`src/rtl/hazard_pkg.sv`:
```
// Shared definitions for the pipeline hazard controller: FSM encoding,
// the hardwired zero register and the default mult/div occupancy.
package hazard_pkg;

  typedef enum logic {
    RUN       = 1'b0,
    LB_STALL2 = 1'b1
  } hazState_t;

  localparam logic [4:0] REG_ZERO = 5'd0;

  localparam int unsigned MD_LATENCY_DEFAULT = 4;

endpackage

```
`src/rtl/md_busy_counter.sv`:
```
// Down-counter tracking how long the HI/LO unit stays occupied after a
// mult/div issues; busy while the count is nonzero.
module md_busy_counter
  import hazard_pkg::*;
#(
  parameter int unsigned LATENCY = MD_LATENCY_DEFAULT
) (
  input  logic clk,
  input  logic rst,
  input  logic load,
  output logic busy
);

  logic [3:0] count;

  always_ff @(posedge clk) begin
    if (rst) begin
      count <= '0;
    end else if (load) begin
      count <= 4'(LATENCY - 1);
    end else if (count != '0) begin
      count <= count - 4'd1;
    end
  end

  assign busy = (count != '0);

endmodule

```
`src/rtl/hazard_ctrl.sv`:
```
// Pipeline hazard controller: load-use, branch-operand and HI/LO interlocks,
// taken-branch flush and a saturating stall-cycle counter.
// Mult/div interlock is built only when HAZARD_MD_INTERLOCK_EN is defined.
module hazard_ctrl
  import hazard_pkg::*;
#(
  parameter int unsigned MD_LATENCY = MD_LATENCY_DEFAULT
) (
  input  logic        clk,
  input  logic        rst,
  input  logic [4:0]  id_rs,
  input  logic [4:0]  id_rt,
  input  logic        id_use_rt,
  input  logic        id_branch,
  input  logic        id_md_start,
  input  logic        id_md_read,
  input  logic [4:0]  ex_rd,
  input  logic        ex_regwrite,
  input  logic        ex_memread,
  input  logic        ex_branch_taken,
  output logic        pc_write,
  output logic        ifid_write,
  output logic        ifid_flush,
  output logic        idex_flush,
  output logic        md_busy,
  output logic [15:0] stall_cnt
);

  hazState_t state;

  logic hitRs;
  logic hitRt;
  logic loadUse;
  logic aluBranch;
  logic loadBranch;
  logic mdStall;
  logic mdBusyRaw;
  logic stall;

  assign hitRs = (ex_rd != REG_ZERO) && (ex_rd == id_rs);
  assign hitRt = (ex_rd != REG_ZERO) && id_use_rt && (ex_rd == id_rt);

  assign loadUse    = ex_memread && (hitRs || hitRt);
  assign aluBranch  = id_branch && ex_regwrite && !ex_memread && (hitRs || hitRt);
  assign loadBranch = id_branch && ex_memread && (hitRs || hitRt);

`ifdef HAZARD_MD_INTERLOCK_EN
  logic mdLoad;

  assign mdStall = mdBusyRaw && (id_md_start || id_md_read);
  // Issue only when the ID instruction actually advances: not stalled, not squashed.
  assign mdLoad  = id_md_start && !stall && !ex_branch_taken;

  md_busy_counter #(
    .LATENCY (MD_LATENCY)
  ) u_mdBusyCounter (
    .clk  (clk),
    .rst  (rst),
    .load (mdLoad),
    .busy (mdBusyRaw)
  );
`else
  logic unusedMdInputs;

  assign unusedMdInputs = ^{id_md_start, id_md_read, MD_LATENCY[3:0]};
  assign mdStall        = 1'b0;
  assign mdBusyRaw      = 1'b0;
`endif

  assign stall = loadUse || aluBranch || loadBranch || mdStall || (state == LB_STALL2);

  always_comb begin
    pc_write   = 1'b1;
    ifid_write = 1'b1;
    ifid_flush = 1'b0;
    idex_flush = 1'b0;
    if (rst || ex_branch_taken) begin
      ifid_flush = 1'b1;
      idex_flush = 1'b1;
    end else if (stall) begin
      pc_write   = 1'b0;
      ifid_write = 1'b0;
      idex_flush = 1'b1;
    end
  end

  assign md_busy = mdBusyRaw && !rst;

  always_ff @(posedge clk) begin
    if (rst) begin
      state <= RUN;
    end else if (ex_branch_taken || state == LB_STALL2) begin
      state <= RUN;
    end else if (loadBranch) begin
      state <= LB_STALL2;
    end
  end

  always_ff @(posedge clk) begin
    if (rst) begin
      stall_cnt <= '0;
    end else if (!pc_write && stall_cnt != '1) begin
      stall_cnt <= stall_cnt + 16'd1;
    end
  end

endmodule

```
`config.mk`:
```
export PLATFORM = sky130hd
export DESIGN_NAME = hazard_ctrl
export DESIGN_NICKNAME = d
export VERILOG_FILES = /design/src/rtl/hazard_pkg.sv /design/src/rtl/md_busy_counter.sv /design/src/rtl/hazard_ctrl.sv
export SDC_FILE = /design/constraint.sdc
export NUM_CORES = 1
export LEC_CHECK = 0
export ABC_AREA = 1
export BUFFER_PORTS_ARGS = -buffer_cell sky130_fd_sc_hd__buf_2
export CORE_MARGIN = 2
export CORE_UTILIZATION = 25
export DETAILED_ROUTE_END_ITERATION = 12
export GPL_TIMING_DRIVEN = 0
export SLEW_MARGIN = 15
export SYNTH_ARGS = -nofsm -noshare
export SYNTH_HDL_FRONTEND = slang
export SYNTH_SLANG_ARGS = --single-unit
```
`constraint.sdc`:
```
create_clock -name clk -period 3.24 [get_ports clk]
set_clock_uncertainty 0.1 [all_clocks]
set_input_delay 0.648 -clock clk [delete_from_list [all_inputs] [get_ports clk]]
set_output_delay 0.648 -clock clk [all_outputs]
set_load 0.02 [all_outputs]
```
# Word-level counts from Yosys, hierarchy flattened
# Cells that the tools add are included.
[word_totals] register_bits=17 in_bits=24 output_inout_bits=21 elab_cells=31
[op_classes] n_addsub=1 eq_ne=3 muxes=5 n_reduce_logical=20
[op_table] operator="adder 16 x 1 -> 16 bit (second input constant)" count=1
[op_table] operator="inequality test 16 bit (second input constant)" count=1
[op_table] operator="== test 5 bit" count=2
[op_table] operator="logical AND 1 bit" count=10
[op_table] operator="logical OR 1 bit" count=6
[op_table] operator="2-to-1 mux 1 bit" count=5
[op_table] operator="nonzero test 5 bit" count=1
[op_table] operator="logical NOT 1 bit" count=2
[op_table] operator="OR reduction 2 bit" count=1

# Logic depth before layout (Yosys ltp)
[logic_depth] ltp_word=12 ltp_mapped=12 mapped_depth_nobuf=11

# Least setup slack after synthesis
# OpenSTA, ideal clock, no wires.
[synth_timing] path_kind="input -> output" startpoint="input port id_rt[0]" endpoint="output port pc_write" arrival_ns=1.800 required_ns=2.492 setup_slack_ns=0.692 path_stages=11 n_path_buf=2 path_cell_list="inv_1 > nand2_1 > nand2_1 > nor2_1 > nand3_1 > nand2_1 > nand3_1 > nand2_2 > buf_2 > nand2_1 > buf_4"
[synth_via] elab_chain_len=9 word_cells_on_any_way=11 classes_between="eq/ne: 1; mux: 2; reduce/logical: 8"
[synth_rtl] element="start, declared" line="hazard_ctrl.sv:12" rtl="input logic [4:0] id_rt,"
[synth_rtl] element="== test 5 bit (*)" line="hazard_ctrl.sv:41" rtl="assign hitRt = (ex_rd != REG_ZERO) && id_use_rt && (ex_rd == id_rt);"
[synth_rtl] element="logical AND 1 bit (*)" line="hazard_ctrl.sv:41"
[synth_rtl] element="logical OR 1 bit (*)" line="hazard_ctrl.sv:43, hazard_ctrl.sv:44, hazard_ctrl.sv:45"
[synth_rtl] element="logical AND 1 bit (on tied branches)" line="hazard_ctrl.sv:43, hazard_ctrl.sv:44"
[synth_rtl] element="logical OR 1 bit" line="hazard_ctrl.sv:70" rtl="assign stall = loadUse || aluBranch || loadBranch || mdStall || (state == LB_STALL2);"
[synth_rtl] element="logical OR 1 bit (*) (2 in a row)" line="hazard_ctrl.sv:70"
[synth_rtl] element="2-to-1 mux 1 bit (*) (2 in a row)"
[synth_rtl] element="end, declared" line="hazard_ctrl.sv:21" rtl="output logic pc_write,"
# Mark *: on every way between the ends. The rest lies on a longest branch, timed or not.

# Worst setup path in the final report
[layout_timing] startpoint="input port ex_rd[0]" endpoint="output port pc_write"
[layout_via] elab_chain_len=10 word_cells_on_any_way=15 classes_between="eq/ne: 2; mux: 2; reduce/logical: 11"
[layout_rtl] element="start, declared" line="hazard_ctrl.sv:17" rtl="input logic [4:0] ex_rd,"
[layout_rtl] element="nonzero test 5 bit" line="hazard_ctrl.sv:40, hazard_ctrl.sv:41"
[layout_rtl] element="logical AND 1 bit (2 in a row)" line="hazard_ctrl.sv:41"
[layout_rtl] element="logical OR 1 bit (*)" line="hazard_ctrl.sv:43, hazard_ctrl.sv:44, hazard_ctrl.sv:45"
[layout_rtl] element="logical AND 1 bit (on tied branches)" line="hazard_ctrl.sv:43, hazard_ctrl.sv:44"
[layout_rtl] element="logical OR 1 bit" line="hazard_ctrl.sv:70"
[layout_rtl] element="logical OR 1 bit (*) (2 in a row)" line="hazard_ctrl.sv:70"
[layout_rtl] element="2-to-1 mux 1 bit (*)" line="hazard_ctrl.sv:80" rtl="end else if (stall) begin"
[layout_rtl] element="2-to-1 mux 1 bit (*)" line="hazard_ctrl.sv:77" rtl="if (rst || ex_branch_taken) begin"
# Marked as above.

==> impl_results.md <==
- Outcome: complete, no violations
- Setup-failing EPs final: 0
- Synth top cells by count: nand2_1 (61), inv_1 (19), nand4_1 (19)
- Initial Util: 0.259
- Worst-skew pair later-pin latency: approximately 250 ps
- Place WS: between 300 and 400 ps
- Via count: ~1.4k
- Clock Tree Root: clkbuf_8
- Max Fanout on Critical Path: 10
- Most numerous cell on the critical path: nand2_1
- Min cycle time layout: around 2900 ps
- Num CTS Buffers: 3
- I/O Buffers: 40
- Worst hold path depth: 1
- Post_cts resized: 0
- Logic pwr share: 0.139
- Cells on worst reg2reg path: 9
- Setup CP Type: in -> out
- Avg WL per Cell: between 10 and 15 microns
- R2r setup slk: 1190 ps
- Worst endpoint required time: between 2000 and 2500 ps
- Setup_tns: 0 ps
- Synth Cell Area: roughly 1300 sq um
- FF-to-FF End: stall_cnt[15]
- Die Ht: ~76 microns
- Complex-gate fraction of the synthesized area: 0.0867
- Crit path cell chain: buf_2, inv_2, nand2_1, nand2_1, nor2_1, nand3_1, nand2_1, nand3_1, nand2_2, buf_2, nand2_1, buf_4, buf_2
- Worst-path clk slew: 60 ps
- PnR worst setup slack: 354 ps
- Leakage power: between 0.0006 and 0.0007 uW
- Post-CTS setup buffer count: 0
- Final GP Congestion: around 0.84
- Max Cap Viol: 0
- Ys Warns: 0
- CP peak stage delay: approximately 250 ps
- Max Freq: between 300 and 400 MHz
- Largest family of logic cells by synthesized area: simple AND/OR/NAND/NOR gates
- RR Startpoint: stall_cnt[0]
- # fillers: roughly 610
- Buffers and inverters on the worst path: 5
- Mux share of post-synthesis cell area: 0
- Total Routing Usage GR: 0.120
- Hold path endpoint: state
- Initial antenna violation count: 0
- First-pass GRT wire length: just under 6000 microns
- Vias in the first global route: approximately 1.3k
- Diode count: 0
- Worst Hold Launch: state
- Seq pwr share: 0.486
- Adder-cell share of the synthesized area: 0.00953
- Yosys top cell area share: 0.259
- Routed wire length: between 3000 and 4000 microns
- Post-synth cell types: 28
- Peak supply drop: about 0.15 mV
- Tightest Pin Transition: about 640 ps
- H-Tree Depth: 1
- Layout cell share with drive strength beyond 1: 0.277
- Sequential cell area: about 340 sq um
- Cts hold-fix bufs: 0
- Synth Area in Simple Gates: 0.427
- Psw: about 110 uW
- Fin Hold WS: 316 ps
- Die W: 76.5 microns
- Int Power: between 300 and 400 uW
- Post-Syn Nets: 230
- Post-synthesis xor/xnor area fraction: 0.0867
- Final hold violation count: 0
- First drt pass iteration count: 4
- Synth-to-layout area growth: 25.4%
- Count leader, synth: nand2_1
- Longest Clk Path Bufs: 2
- Worst EP arrival: around 2100 ps
- DRC: 0
- Synth top area cells: dfxtp_1 (26%), nand2_1 (17%), nand4_1 (9.1%)
- DR vias/cell: between 4 and 5
- Period utilisation layout: 0.891
- RSZ-0062 raised after global routing: false
- Die area: slightly below 6000 sq um
- Clk pwr share: 0.375
- Primary FF master, synth: dfxtp_1
- Slew Viols, Final: 0
- Crit path launch type: input pin
- Area of the multi-input gates: between 800 and 900 sq um
- Seq cells post-synth: 17
- Slew headroom: 0.575
- Hold Path Class: reg -> reg
- Layout Nets: ~280
- Final ANT Viol Nets: 0
- Cells after Synth: between 200 and 250
- CTS tree: yes
- Area leader, netlist: dfxtp_1
- Initial DRC Count: 49
- Largest delay share family, worst path: simple AND/OR/NAND/NOR gates
- Slowest cell on crit path: buf_2
- CP Capture Type: output port
- GRT overflow: 0
- Sink Count: 17
- Sw Ratio: 0.259
- Seq/Total Area, Yosys: 0.259
- Post-synth ARST share: 0
- Detailed Place HPWL: roughly 2700 microns
- Core area: ~5000 sq um
- Largest net degree at the start of global routing: 11
- Syn Area/Cell: 6.40 sq um
- Total I/O pin count: 45
- Post-synth EDFFs: 0
- Rows: 26
- Pwr dens: 262 nW/um^2
[cells by family after synthesis]
| kind of cell | after synthesis |
|---|---|
| simple gates | 119 |
| buf+inv | 37 |
| compound gates | 17 |
| flops | 17 |
| xor+xnor | 13 |
| fa+ha+maj | 1 |
| other cells | 1 |
[cell usage in the layout, fill, tap and decap left out, drive strengths merged]
cell and instances:
nand2 62, buf 46, inv 26, nand4 19, dfxtp 17, a21oi 16, nand3 15, nor2 14
xor2 9, nor3 8, clkbuf 8, xnor2 4, a21o 1, clkinv 1, or2 1, ha 1
conb 1
[layout make-up]
type	count	area share
plain buffers	10	0.0403
clock buffers	4	0.0274
inverters	27	0.0616
multi-input cells	151	0.489
flip-flops and latches	17	0.207
well taps	70	0.0532
repair buffers	40	0.122
[flip-flops by register name, summed over array words and instances, names as in the netlist]
signal / cells
stall_cnt: 16
state: 1
[worst max path at each step]
| stage | depth (start not counted) | from | endpoint |
|---|---|---|---|
| 2_1_floorplan | 11 | id_rt[0] | pc_write |
| 3_3_place_gp | 13 | ex_rd[0] | pc_write |
| 3_5_place_dp | 13 | ex_rd[3] | pc_write |
| 4_1_cts | 13 | ex_rd[0] | pc_write |
| 5_1_grt | 13 | ex_rd[0] | pc_write |
| 6_report | 13 | ex_rd[0] | pc_write |
[layer usage]
metal	part of all wire	up-vias	routed length, microns	track usage
met5	0	-	0	0
met4	0.0097	0	33	0.0327
met3	0.038	4	129	0.0320
met2	0.46	18	1560	0.201
met1	0.49	605	1660	0.152
li1	-	749	-	-
[power groups by stage]
stage / Sequential (uW) / Clock (uW) / Combinational (uW)
after global routing: 209 / 177 / 67.9
after detailed placement: 214 / 0 / 60.9
final: 209 / 162 / 60.0
after global placement: 214 / 0 / 59.8
after CTS: 209 / 172 / 61.0
after floorplan: 214 / 0 / 35.3
[stage by stage]
stage	std cells	cell area, sq um	total power, uW	utilization
final	319	1650	431	0.324
after global routing	319	1650	454	0.324
after CTS	319	1650	442	0.324
after detailed placement	315	1600	275	0.315
after global placement	315	1600	274	0.315
after floorplan	205	1310	250	-
Power figures use the tool's default switching activity.
